### src/rtl/mul_sequencer.sv
// mul_sequencer: latches multiply operands, strobes the shift-add multiplier,
// stalls the pipe while busy and returns the registered 2*WIDTH product.
// Ports: CLK, Reset (async, active-low), req, flush, op_a, op_b -> stall,
//   result, result_valid, err; multiplier side: mul_st, mul_a, mul_b,
//   mul_product, mul_done, mul_idle.
// Option: define MUL_SEQ_TIMEOUT_EN to bound BUSY by TIMEOUT cycles (ERR).
module mul_sequencer #(
  parameter int WIDTH     = 16,
  parameter int ST_CYCLES = 2,
  parameter int TIMEOUT   = 64
) (
  input  logic               CLK,
  input  logic               Reset,
  input  logic               req,
  input  logic               flush,
  input  logic [WIDTH-1:0]   op_a,
  input  logic [WIDTH-1:0]   op_b,
  output logic               stall,
  output logic [2*WIDTH-1:0] result,
  output logic               result_valid,
  output logic               err,
  output logic               mul_st,
  output logic [WIDTH-1:0]   mul_a,
  output logic [WIDTH-1:0]   mul_b,
  input  logic [2*WIDTH-1:0] mul_product,
  input  logic               mul_done,
  input  logic               mul_idle
);

  typedef enum logic [2:0] {
    S_IDLE,
    S_START,
    S_BUSY,
    S_DONE,
    S_DRAIN
`ifdef MUL_SEQ_TIMEOUT_EN
    ,
    S_ERR
`endif
  } state_t;

  localparam logic [3:0] ST_LOAD = 4'(ST_CYCLES - 1);

  state_t     state;
  logic [3:0] st_cnt;
  logic       rel;

`ifdef MUL_SEQ_TIMEOUT_EN
  localparam logic [7:0] TO_LAST = 8'(TIMEOUT - 1);
  logic [7:0] to_cnt;
  assign rel = (state == S_DONE) | (state == S_ERR);
`else
  assign rel = (state == S_DONE);
  assign err = 1'b0;
`endif

  // Released in DONE/ERR so the instruction can retire.
  assign stall = req & ~flush & ~rel;

  always_ff @(posedge CLK or negedge Reset) begin
    if (!Reset) begin
      state        <= S_IDLE;
      st_cnt       <= '0;
      result       <= '0;
      result_valid <= 1'b0;
      mul_st       <= 1'b0;
      mul_a        <= '0;
      mul_b        <= '0;
`ifdef MUL_SEQ_TIMEOUT_EN
      to_cnt       <= '0;
      err          <= 1'b0;
`endif
    end else begin
      result_valid <= 1'b0;
`ifdef MUL_SEQ_TIMEOUT_EN
      err          <= 1'b0;
`endif
      unique case (state)
        S_IDLE: begin
          if (req && mul_idle && !flush) begin
            mul_a  <= op_a;
            mul_b  <= op_b;
            st_cnt <= ST_LOAD;
            mul_st <= 1'b1;
            state  <= S_START;
          end
        end
        S_START: begin
          if (flush) begin
            mul_st <= 1'b0;
            state  <= S_DRAIN;
          end else if (st_cnt == 4'd0) begin
            mul_st <= 1'b0;
            state  <= S_BUSY;
`ifdef MUL_SEQ_TIMEOUT_EN
            to_cnt <= '0;
`endif
          end else begin
            st_cnt <= st_cnt - 4'd1;
          end
        end
        S_BUSY: begin
          // Flush outranks a coincident done.
          if (flush) begin
            state <= S_DRAIN;
          end else if (mul_done) begin
            result       <= mul_product;
            result_valid <= 1'b1;
            state        <= S_DONE;
`ifdef MUL_SEQ_TIMEOUT_EN
          end else if (to_cnt == TO_LAST) begin
            result       <= '0;
            result_valid <= 1'b1;
            err          <= 1'b1;
            state        <= S_ERR;
          end else begin
            to_cnt <= to_cnt + 8'd1;
`endif
          end
        end
        S_DONE: begin
          state <= S_IDLE;
        end
        S_DRAIN: begin
          if (mul_idle) state <= S_IDLE;
        end
`ifdef MUL_SEQ_TIMEOUT_EN
        S_ERR: begin
          state <= S_DRAIN;
        end
`endif
        default: begin
          state <= S_IDLE;
        end
      endcase
    end
  end

endmodule

### config.mk
export PLATFORM = sky130hd
export DESIGN_NAME = mul_sequencer
export DESIGN_NICKNAME = d
export VERILOG_FILES = /design/src/rtl/mul_sequencer.sv
export SDC_FILE = /design/constraint.sdc
export NUM_CORES = 1
export LEC_CHECK = 0
export ABC_AREA = 1
export CORE_UTILIZATION = 60
export DETAILED_ROUTE_END_ITERATION = 16
export DONT_BUFFER_PORTS = 1
export GPL_TIMING_DRIVEN = 0
export PLACE_DENSITY = 0.85
export SKIP_CTS_REPAIR_TIMING = 1
export SLEW_MARGIN = 0
export SYNTH_ARGS = -nofsm -noshare
export SYNTH_HDL_FRONTEND = slang
export SYNTH_SLANG_ARGS = --single-unit
### constraint.sdc
create_clock -name CLK -period 1.57 [get_ports CLK]
set_clock_uncertainty 0.2 [all_clocks]
set_input_delay 0.314 -clock CLK [delete_from_list [all_inputs] [get_ports CLK]]
set_output_delay 0.314 -clock CLK [all_outputs]
set_load 0.03 [all_outputs]
==> results of run 1 <==
## area by class of cell
| type | count | area (um^2) | area share |
|---|---|---|---|
| Timing Repair Buffer | 69 | 680.7 | 0.1675 |
| Clock inverter | 7 | 71.32 | 0.01755 |
| Inverter | 14 | 60.06 | 0.01478 |
| Clock buffer | 9 | 123.9 | 0.03049 |
| Sequential cell | 73 | 1829 | 0.4503 |
| Multi-Input combinational cell | 245 | 1071 | 0.2636 |
| Buffer | 13 | 142.6 | 0.03511 |
| Tap cell | 67 | 83.83 | 0.02063 |
## routing by layer
metal	track usage	routed length (um)	vias to the layer above
met5	0	0	-
met4	0.1068	233	0
met3	0.08011	709	27
met2	0.3704	4227	161
met1	0.2401	3148	1235
li1	-	-	1203
## power by group through the flow
| stage | registers (mW) | logic [mW] | clock network [mW] |
|---|---|---|---|
| floorplan | 4.58 | 1.07 | 0 |
| global placement | 4.72 | 1.19 | 0 |
| detailed placement | 4.72 | 1.31 | 0 |
| CTS | 4.71 | 1.30 | 1.45 |
| global route | 4.88 | 1.86 | 1.52 |
| finish | 4.79 | 1.66 | 1.44 |
## flip-flops by register name, summed over array words and instances, names as in the netlist
register,count
mul_b,16
mul_st,1
st_cnt,4
state,3
mul_a,16
result_valid,1
result,32
## logic make-up (layout without fill, tap and decap cells)
logic type,count (synthesis),count (layout),synth area share
other cells,1,1,0.001236
buf+inv,27,112,0.05980
flops,73,73,0.6021
xor+xnor,2,2,0.005774
fa+ha+maj,2,2,0.008246
simple gates,232,232,0.3080
compound gates,8,8,0.01484
## worst paths after layout
path	cells past startpoint	end	start	slack (ps)
worst max register to register	8	result[3]	state[1]	-70
max in group asynchronous	0	state[0]	Reset	1590
worst min register to register	2	st_cnt[1]	st_cnt[1]	320
min in group CLK	3	state[1]	flush	-20
worst min-delay path	0	result[18]	Reset	-530
worst max-delay path	2	stall	state[2]	-70
## critical path: stages, from the launching register on
cell and delay, ps:
dfrtp_1 400, inv_2 80, a31oi_4 310
## cells in the final DEF (no fill, tap or decap), types with 5 or more instances in the layout
master         synthesis  final
dlygate4sd3_1          0     65
nor2_1                13     10
o21ai_0                5      5
nor2_4                 1      5
clkbuf_8               0      9
dfrtp_1               73     71
inv_1                 10      8
nand2_1              207    206
buf_6                  9     12
buf_4                  1      5
==> results.env, run 1 <==
SYNTH_COMMON_CELLS='nand2_1 (207), dfrtp_1 (73), nor2_1 (13)'
H-TREE-DEPTH=3
START_UTIL=0.6340
WORSTSETUPPATHTYPE='reg2out'
GRT_SETUP_UNREPAIRED='true'
YOSYS-TOP-CELLS-AREA='dfrtp_1 (60%), nand2_1 (26%), buf_6 (3.3%), nor2_1 (1.6%), inv_1 (1.2%)'
FP.COREAREA_UM2=4786
POWER_DENSITY_OF_THE_PLACED_CELLS_nW_PER_UM2=1942
SYNTHDISTINCTLIBCELLS=26
CLOCK_POWER_SHARE=0.183
FILLERINSTANCES=249
DIEWIDTH_UM=73.11
ROUTE.DETAILED.DRC=0
ROUTABILITYCONGESTION=0.9308
ROWS=25
FINAL-MAX-SLEW-VIOLATION-COUNT=0
DIE_AREA_UM2=5345
HOLDWS_PS=-531.9
FINAL-SETUP-VIOL-COUNT=42
FINAL_UTIL=0.8489
SETUP_TOTAL_NEGATIVE_SLACK_PS=-943.2
NUMCTSBUFFERS=9
P_SW_FRAC=0.4802
DETAILED_PLACE_HPWL_UM=4289
POST-ROUTE-WORST-SETUP-SLACK_PS=-71.78
CAP_VIOLATIONS=0
CP_DATA_REQUIRED_TIME_PS=1060
WIRE_PER_INST_UM=16.74
VIAS=2626
MIN_PATH_TYPE='in2async'
CLK_PATH_BUF_DEPTH=2
CP.ARRIVAL_PS=1130
NUM_IO_PINS=138
AREAGROWTHSYNTHTOFINISH_PCT=33.90
FIN_CELLS=497
SYNTH_FLOP_CELL='dfrtp_1'
NETSWITCHINGPOWER_mW=3.788
AVGVIACOUNTPERCELL=5.284
INSERTION_DELAY_PS=330
SEQUENTIAL_TO_TOTAL_AREA_SHARE_FROM_YOSYS_STAT=0.6021
TIMING.CRITICAL_PATH.FANOUT_MAX=4
ASYNCSETRESETFLOPFRACSYNTH=1.000
PLACEDINSTANCEAREA_UM2=3118
INTPOWER_mW=4.101
FIN_TOTAL_PWR_mW=7.889
SYNTH_TOP_AREA_CELL='dfrtp_1'
SYNTH.MOST_COMMON_CELL='nand2_1'
GRT_FIRST_PASS_WIRELENGTH_UM=8659
OUTCOME='complete, but fails checks'
TRITONCTS_CLOCK_TREE='done'
MAX-VDD-IR-DROP_V=0.001035
POST_SYNTH_INST_COUNT=345
FINISH.NET_COUNT=497
CLOCK_ROOT_CELL='clkbuf_8'
GRT_START_MAX_NET_PINS=74
DIEHEIGHT_UM=73.11
MIN_PERIOD_PS=1642
PLACED_CELLS_INCL_TAPS=412
SYNTH_WARN=0
MAX_FREQ_GHz=0.6091
CTS.REPORTEDPATHS.CLKPINSLEW_PS=80
SYN_AVG_CELL_AREA_UM2=8.795
LEAKAGEPOWER_nW=2.144
CRITICAL_PATH.STARTPOINT_TYPE='register'
SYNTH_FP_NETS=417
FAILED_CHECKS='negative hold slack, negative setup slack'
CRITICAL_PATH_END_TYPE='output pin'
DESIGN_AREA_UM2=4063
FINALHOLDVIOLCOUNT=75
POSTSYNTHREGISTERBITS=73
INSERTEDDIODECOUNT=0
GRT_REMAINING_OVERFLOW=0
ANTENNA_FOUND_INITIAL=0
GRT_PASS1_VIAS=2094
COMB_POWER_FRAC=0.210
ANT_NETS=0
PRECTSSETUPSLACK_PS=-25.88
ROUTED_WL_UM=8319
DRT_ITER0_DRC=224
DRT_FIRST_PASS_ITERS=4
P_SEQ_FRAC=0.608
PROPORTION_OF_LAYOUT_CELLS_WITH_A_DRIVE_SUFFIX_ABOVE_1=0.1233
PORT_BUFFERS=0
PROPORTION_OF_NETLIST_AREA_HELD_BY_THE_LARGEST_AREA_CONTRIBUTOR=0.6021
TRITONCTS_NUM_SINKS=73
NUMBER_OF_SYNTHESIZED_FLOPS_WITH_AN_ENABLE_PIN=0
GRTUSAGETOTAL=0.2179
FINAL.PERIOD_UTILIZATION=1.046
POST_SYNTHESIS_INSTANCE_AREA_UM2=3034
Note: power is estimated with default switching activity, not from simulation.
==> run 2: changes to the inputs <==
- CELL_PAD_IN_SITES_DETAIL_PLACEMENT: unset -> 1
- CELL_PAD_IN_SITES_GLOBAL_PLACEMENT: unset -> 2
- CORE_UTILIZATION: 60 -> 34
- PLACE_DENSITY: 0.85 -> 0.86
==> run 2 against run 1 <==
The flow still finishes with violations (negative hold slack, negative setup slack). Count of clock-buffer cells in the layout increased by 1. Routed wire length decreased by 1.7%. Hold slack got worse by 4.0 ps. Register-to-register slack improved by 20 ps. Via count decreased by 3.5%. First-iteration DRC count decreased by 67%. Largest cell class unchanged.
==> results.env, run 2 (synthesis results as in run 1) <==
DESIGN_AREA_UM2=4090  # +0.68%
FP.COREAREA_UM2=8678  # +81%
FILLERINSTANCES=996  # +300%
LAYOUT.CELLS.MOST_COMMON='nand2_1'
POWER_DENSITY_OF_THE_PLACED_CELLS_nW_PER_UM2=1906  # -1.8%
ANT_NETS=0  # unchanged
POST-ROUTE-WORST-SETUP-SLACK_PS=-72.31  # -0.5265 ps
MIN_PATH_TYPE='in2async'
CLK_PATH_BUF_DEPTH=2  # unchanged
FINAL-MAX-SLEW-VIOLATION-COUNT=0  # unchanged
PRECTSSETUPSLACK_PS=-59.56  # -33.68 ps
MAX_FREQ_GHz=0.6089  # about the same
FIN_TOTAL_PWR_mW=7.796  # -1.2%
COMB_POWER_FRAC=0.192  # -0.018
DIEWIDTH_UM=96.47  # +32%
CTS.REPORTEDPATHS.CLKPINSLEW_PS=90  # about the same
ROUTE.DETAILED.DRC=0  # unchanged
CRITICAL_PATH.STARTPOINT_TYPE='register'
DETAILED_PLACE_HPWL_UM=5065  # +18%
TIMING.CRITICAL_PATH.FANOUT_MAX=5  # +1
INSERTEDDIODECOUNT=0  # unchanged
INSERTION_DELAY_PS=340  # about the same
NUMCTSBUFFERS=9  # unchanged
VIAS=2533  # -3.5%
DIE_AREA_UM2=9306  # +74%
CLOCK_POWER_SHARE=0.194  # +0.011
NUM_IO_PINS=138  # unchanged
ROWS=34  # +36%
DIEHEIGHT_UM=96.47  # +32%
LEAKAGEPOWER_nW=2.134  # -0.47%
AREAGROWTHSYNTHTOFINISH_PCT=34.80
CRITICAL_PATH.N_BUFFERS_INVERTERS=0  # -1
HOLDWS_PS=-535.9  # -3.973 ps
GRT_REMAINING_OVERFLOW=0  # unchanged
ROUTABILITYCONGESTION=0.7686  # -17%
GRT_SETUP_UNREPAIRED='true'
TRITONCTS_NUM_SINKS=73  # unchanged
P_SEQ_FRAC=0.614  # +0.006
MAX_FFS_PER_REGISTER=32  # unchanged
LAYOUT.CELLS.MOST_COMMON_LIST='nand2_1 (206), dfrtp_1 (71), dlygate4sd3_1 (66)'
BIGGESTREGSBYFLOPS='result: 32 flops, mul_a: 16 flops, mul_b: 16 flops'
MAX-VDD-IR-DROP_V=0.0006738  # -35%
FAILED_CHECKS='negative hold slack, negative setup slack'
GRT_FIRST_PASS_WIRELENGTH_UM=10730  # +24%
ANTENNA_FOUND_INITIAL=0  # unchanged
WIRE_PER_INST_UM=15.29  # -8.7%
WORSTSETUPPATHTYPE='reg2out'
CRITICAL_PATH_END_TYPE='output pin'
OUTCOME='complete, but fails checks'
PROPORTION_OF_LAYOUT_CELLS_WITH_A_DRIVE_SUFFIX_ABOVE_1=0.1101  # -0.01319
WORSTPATHCELLLIST='a31oi_4'
CLOCK_ROOT_CELL='clkbuf_8'
PLACEDINSTANCEAREA_UM2=3169  # +1.6%
MULTIINPUTGATEAREA_UM2=1071  # unchanged
TRITONCTS_CLOCK_TREE='done'
DRT_FIRST_PASS_ITERS=4  # unchanged
FINISH.NET_COUNT=494  # -0.60%
FINALHOLDVIOLCOUNT=73  # -2.7%
CP_DATA_REQUIRED_TIME_PS=1060  # about the same
FINAL-SEQ-AREA_UM2=1829  # unchanged
NETSWITCHINGPOWER_mW=3.704  # -2.2%
GRT_START_MAX_NET_PINS=74  # unchanged
ROUTED_WL_UM=8180  # -1.7%
SLOWEST_DELAY_PS=470  # +70 ps
FINAL-SETUP-VIOL-COUNT=36  # -14%
DRT_ITER0_DRC=73  # -67%
START_UTIL=0.3496  # -0.2844
H-TREE-DEPTH=3  # unchanged
CP_TOP_FAMILY='flip-flops'
CRIT_PATH_TOP_DELAY_CELL='dfrtp_2'
MIN_PERIOD_PS=1642  # +0.5265 ps
AVGVIACOUNTPERCELL=4.735  # -10%
TOP_REGISTER='result'
PORT_BUFFERS=0  # unchanged
FINAL.PERIOD_UTILIZATION=1.046  # about the same
GRT_PASS1_VIAS=2282  # +9.0%
CAP_VIOLATIONS=0  # unchanged
GRTUSAGETOTAL=0.1527  # -0.06516
INTPOWER_mW=4.092  # -0.21%
CP.ARRIVAL_PS=1130  # about the same
P_SW_FRAC=0.4751  # -0.005102
-- run 2: cell type report --
| class | instances | area share |
|---|---|---|
| tap | 108 | 0.03304 |
| timing repair buffer | 66 | 0.1615 |
| clock inverter | 6 | 0.01652 |
| multi-input combinational | 245 | 0.2619 |
| sequential | 73 | 0.4472 |
| buffer | 13 | 0.03212 |
| inverter | 14 | 0.01407 |
| clock buffer | 10 | 0.03365 |
-- run 2: layer usage --
layer  part of all wire  up-vias  global-route usage
met3              0.087        9             0.07121
met2               0.50      108              0.2494
met1               0.40     1226              0.1718
met5                  0        -                   0
li1                   -     1190                   -
met4             0.0090        0             0.06250
-- run 2: path summary, 6_finish.rpt --
check / slack (ps) / startpoint / end / depth (start not counted)
worst max register to register: -50 / state[1] / mul_b[8] / 7
min in group CLK: 20 / flush / state[0] / 3
max in group asynchronous: 1550 / Reset / state[0] / 0
worst min-delay path: -540 / Reset / mul_a[9] / 0
worst max-delay path: -70 / state[0] / stall / 1
worst min register to register: 310 / st_cnt[1] / st_cnt[1] / 2
-- run 2: metrics by stage --
stage | utilization | cells | hold WS, ps | setup TNS (ps)
6_report | 0.4713 | 535 | -535.9 | -782.5
5_1_grt | 0.4713 | 535 | -573.1 | -6334
4_1_cts | 0.3888 | 469 | -562.7 | -1955
3_5_place_dp | 0.3652 | 453 | -179.9 | -1103
3_3_place_gp | 0.3652 | 453 | -179.7 | 0
2_1_floorplan | - | 345 | -181.6 | 0
-- run 2: power by group through the flow --
stage / clock network (mW) / logic (mW) / registers (mW)
final: 1.51 / 1.50 / 4.79
after global routing: 1.63 / 1.77 / 4.93
after CTS: 1.56 / 1.31 / 4.75
after detailed placement: 0 / 1.32 / 4.77
after global placement: 0 / 1.22 / 4.76
after floorplan: 0 / 1.07 / 4.58
==> run 3: changes to the inputs <==
- GPL_ROUTABILITY_DRIVEN: unset -> 1
==> results of run 3 <==
The final DEF is identical to that of run 2; final timing and power are the same.
==> edit, RTL diff (settings of run 1) <==
Add a define of `MUL_SEQ_TIMEOUT_EN`.
--- a/src/rtl/mul_sequencer.sv
+++ b/src/rtl/mul_sequencer.sv
@@ -6,2 +6,4 @@
 // Option: define MUL_SEQ_TIMEOUT_EN to bound BUSY by TIMEOUT cycles (ERR).
+`define MUL_SEQ_TIMEOUT_EN
+
 module mul_sequencer #(
Function: no difference found for any inputs over 10 cycles, from zero or initial values and one cycle with Reset low; that may be too few to reach the edited logic, so the function may still have changed.
==> edit against run 1 <==
  * Sequential share of layout area fell by 4.8 points
  * Clock power rose by 34%
  * Routed wire length rose by 50%
  * Cell area rose by 26%
  * Combinational power rose by 69%
  * Cell count rose by 22%
  * Setup slack got worse by 0.21 ns
  * Synthesized area rose by 18%
  * Sequential cell count rose by 9
  * The flow still finishes with violations (negative hold slack, negative setup slack)
  * Total power rose by 31%
  * Die area rose by 18%
  * Non-clock buffer count rose by 24
  * Sequential power rose by 17%
==> edit: results (changes against run 1) <==
set qor(core_region_area_um2) 5640 ;# +18%
set qor(crit_slowest_cell) {sky130_fd_sc_hd__dfrtp_2}
set qor(dr.pass1.iters) 5 ;# +1
set qor(synth.distinct_cells) 27 ;# +3.8%
set qor(placed_cell_area_um2) 3710 ;# +19%
set qor(timing.rr.end) {result[18]}
set qor(hpwl_mm) 5.29 ;# +23%
set qor(cpLargestDelayFamily) {simple AND/OR/NAND/NOR gates}
set qor(number_of_global_route_vias_before_repair) 2646 ;# +26%
set qor(avgSynthCellArea_um2) 8.43 ;# -4.2%
set qor(clkLatencyLatePin_ns) 0.35 ;# +0.02 ns
set qor(final_hold_viol_count) 82 ;# +9.3%
set qor(global_route_track_usage_on_met2_pct) 40.9 ;# +3.8 points
set qor(globalRouteMet3Util_pct) 8.05 ;# +0.035 points
set qor(postLayoutSetupSlackWorst_ns) -0.283 ;# -0.211 ns
set qor(met3_wirelength_um) 910 ;# +28%
set qor(sequential_cell_area_um2) 2050 ;# +12%
set qor(report.final.setup_viol) 81 ;# +93%
set qor(drt-initial-drc-count) 343 ;# +53%
set qor(status) {complete, but fails checks}
set qor(cp_data_arrival_time_ns) 1.89 ;# +0.76 ns
set qor(final.hold.worst_slack_ns) -0.554 ;# -0.0217 ns
set qor(leakage_nw) 2.52 ;# +18%
set qor(failed_checks) {negative hold slack, negative setup slack}
set qor(synth_top_cells_by_count) {139 x sky130_fd_sc_hd__nand2_1, 82 x sky130_fd_sc_hd__dfrtp_1, 49 x sky130_fd_sc_hd__inv_1, 46 x sky130_fd_sc_hd__nand3_1, 29 x sky130_fd_sc_hd__o21ai_1}
set qor(power.ir.vdd_worst_v) 0.00151 ;# +46%
edit: changes by cell type after synthesis, sizes merged, moves of 2 or more:
cell,delta
nand2,-66
nand3,+42
buf,-3
a21oi,+5
o22ai,+3
o21ai,+34
inv,+37
clkbuf,+6
nand3b,+2
dfrtp,+9
nor2,+10
edit: area by class of cell:
cell class	instances	area share [%]
buffer	16	2.87
clock buffer	10	2.70
clock inverter	6	2.23
inverter	51	3.90
multi-input combinational	277	29.4
sequential	82	40.3
tap	72	1.77
timing repair buffer	90	16.9
edit: cell families after synthesis:
logic type | count (synthesis) | synth area share, %
AOI/OAI and AO/OA | 51 | 7.74
adders and majority gates | 3 | 1.05
DFF | 82 | 57.2
and+or+nand+nor | 221 | 26.0
xor gates and xnor gates | 2 | 0.488
buffers and inverters | 67 | 7.53
edit: report_power, final:
part	internal [mW]	switching (mW)	total, mW
clock network	1.10	0.826	1.93
registers	3.02	2.60	5.62
logic	1.16	1.63	2.80
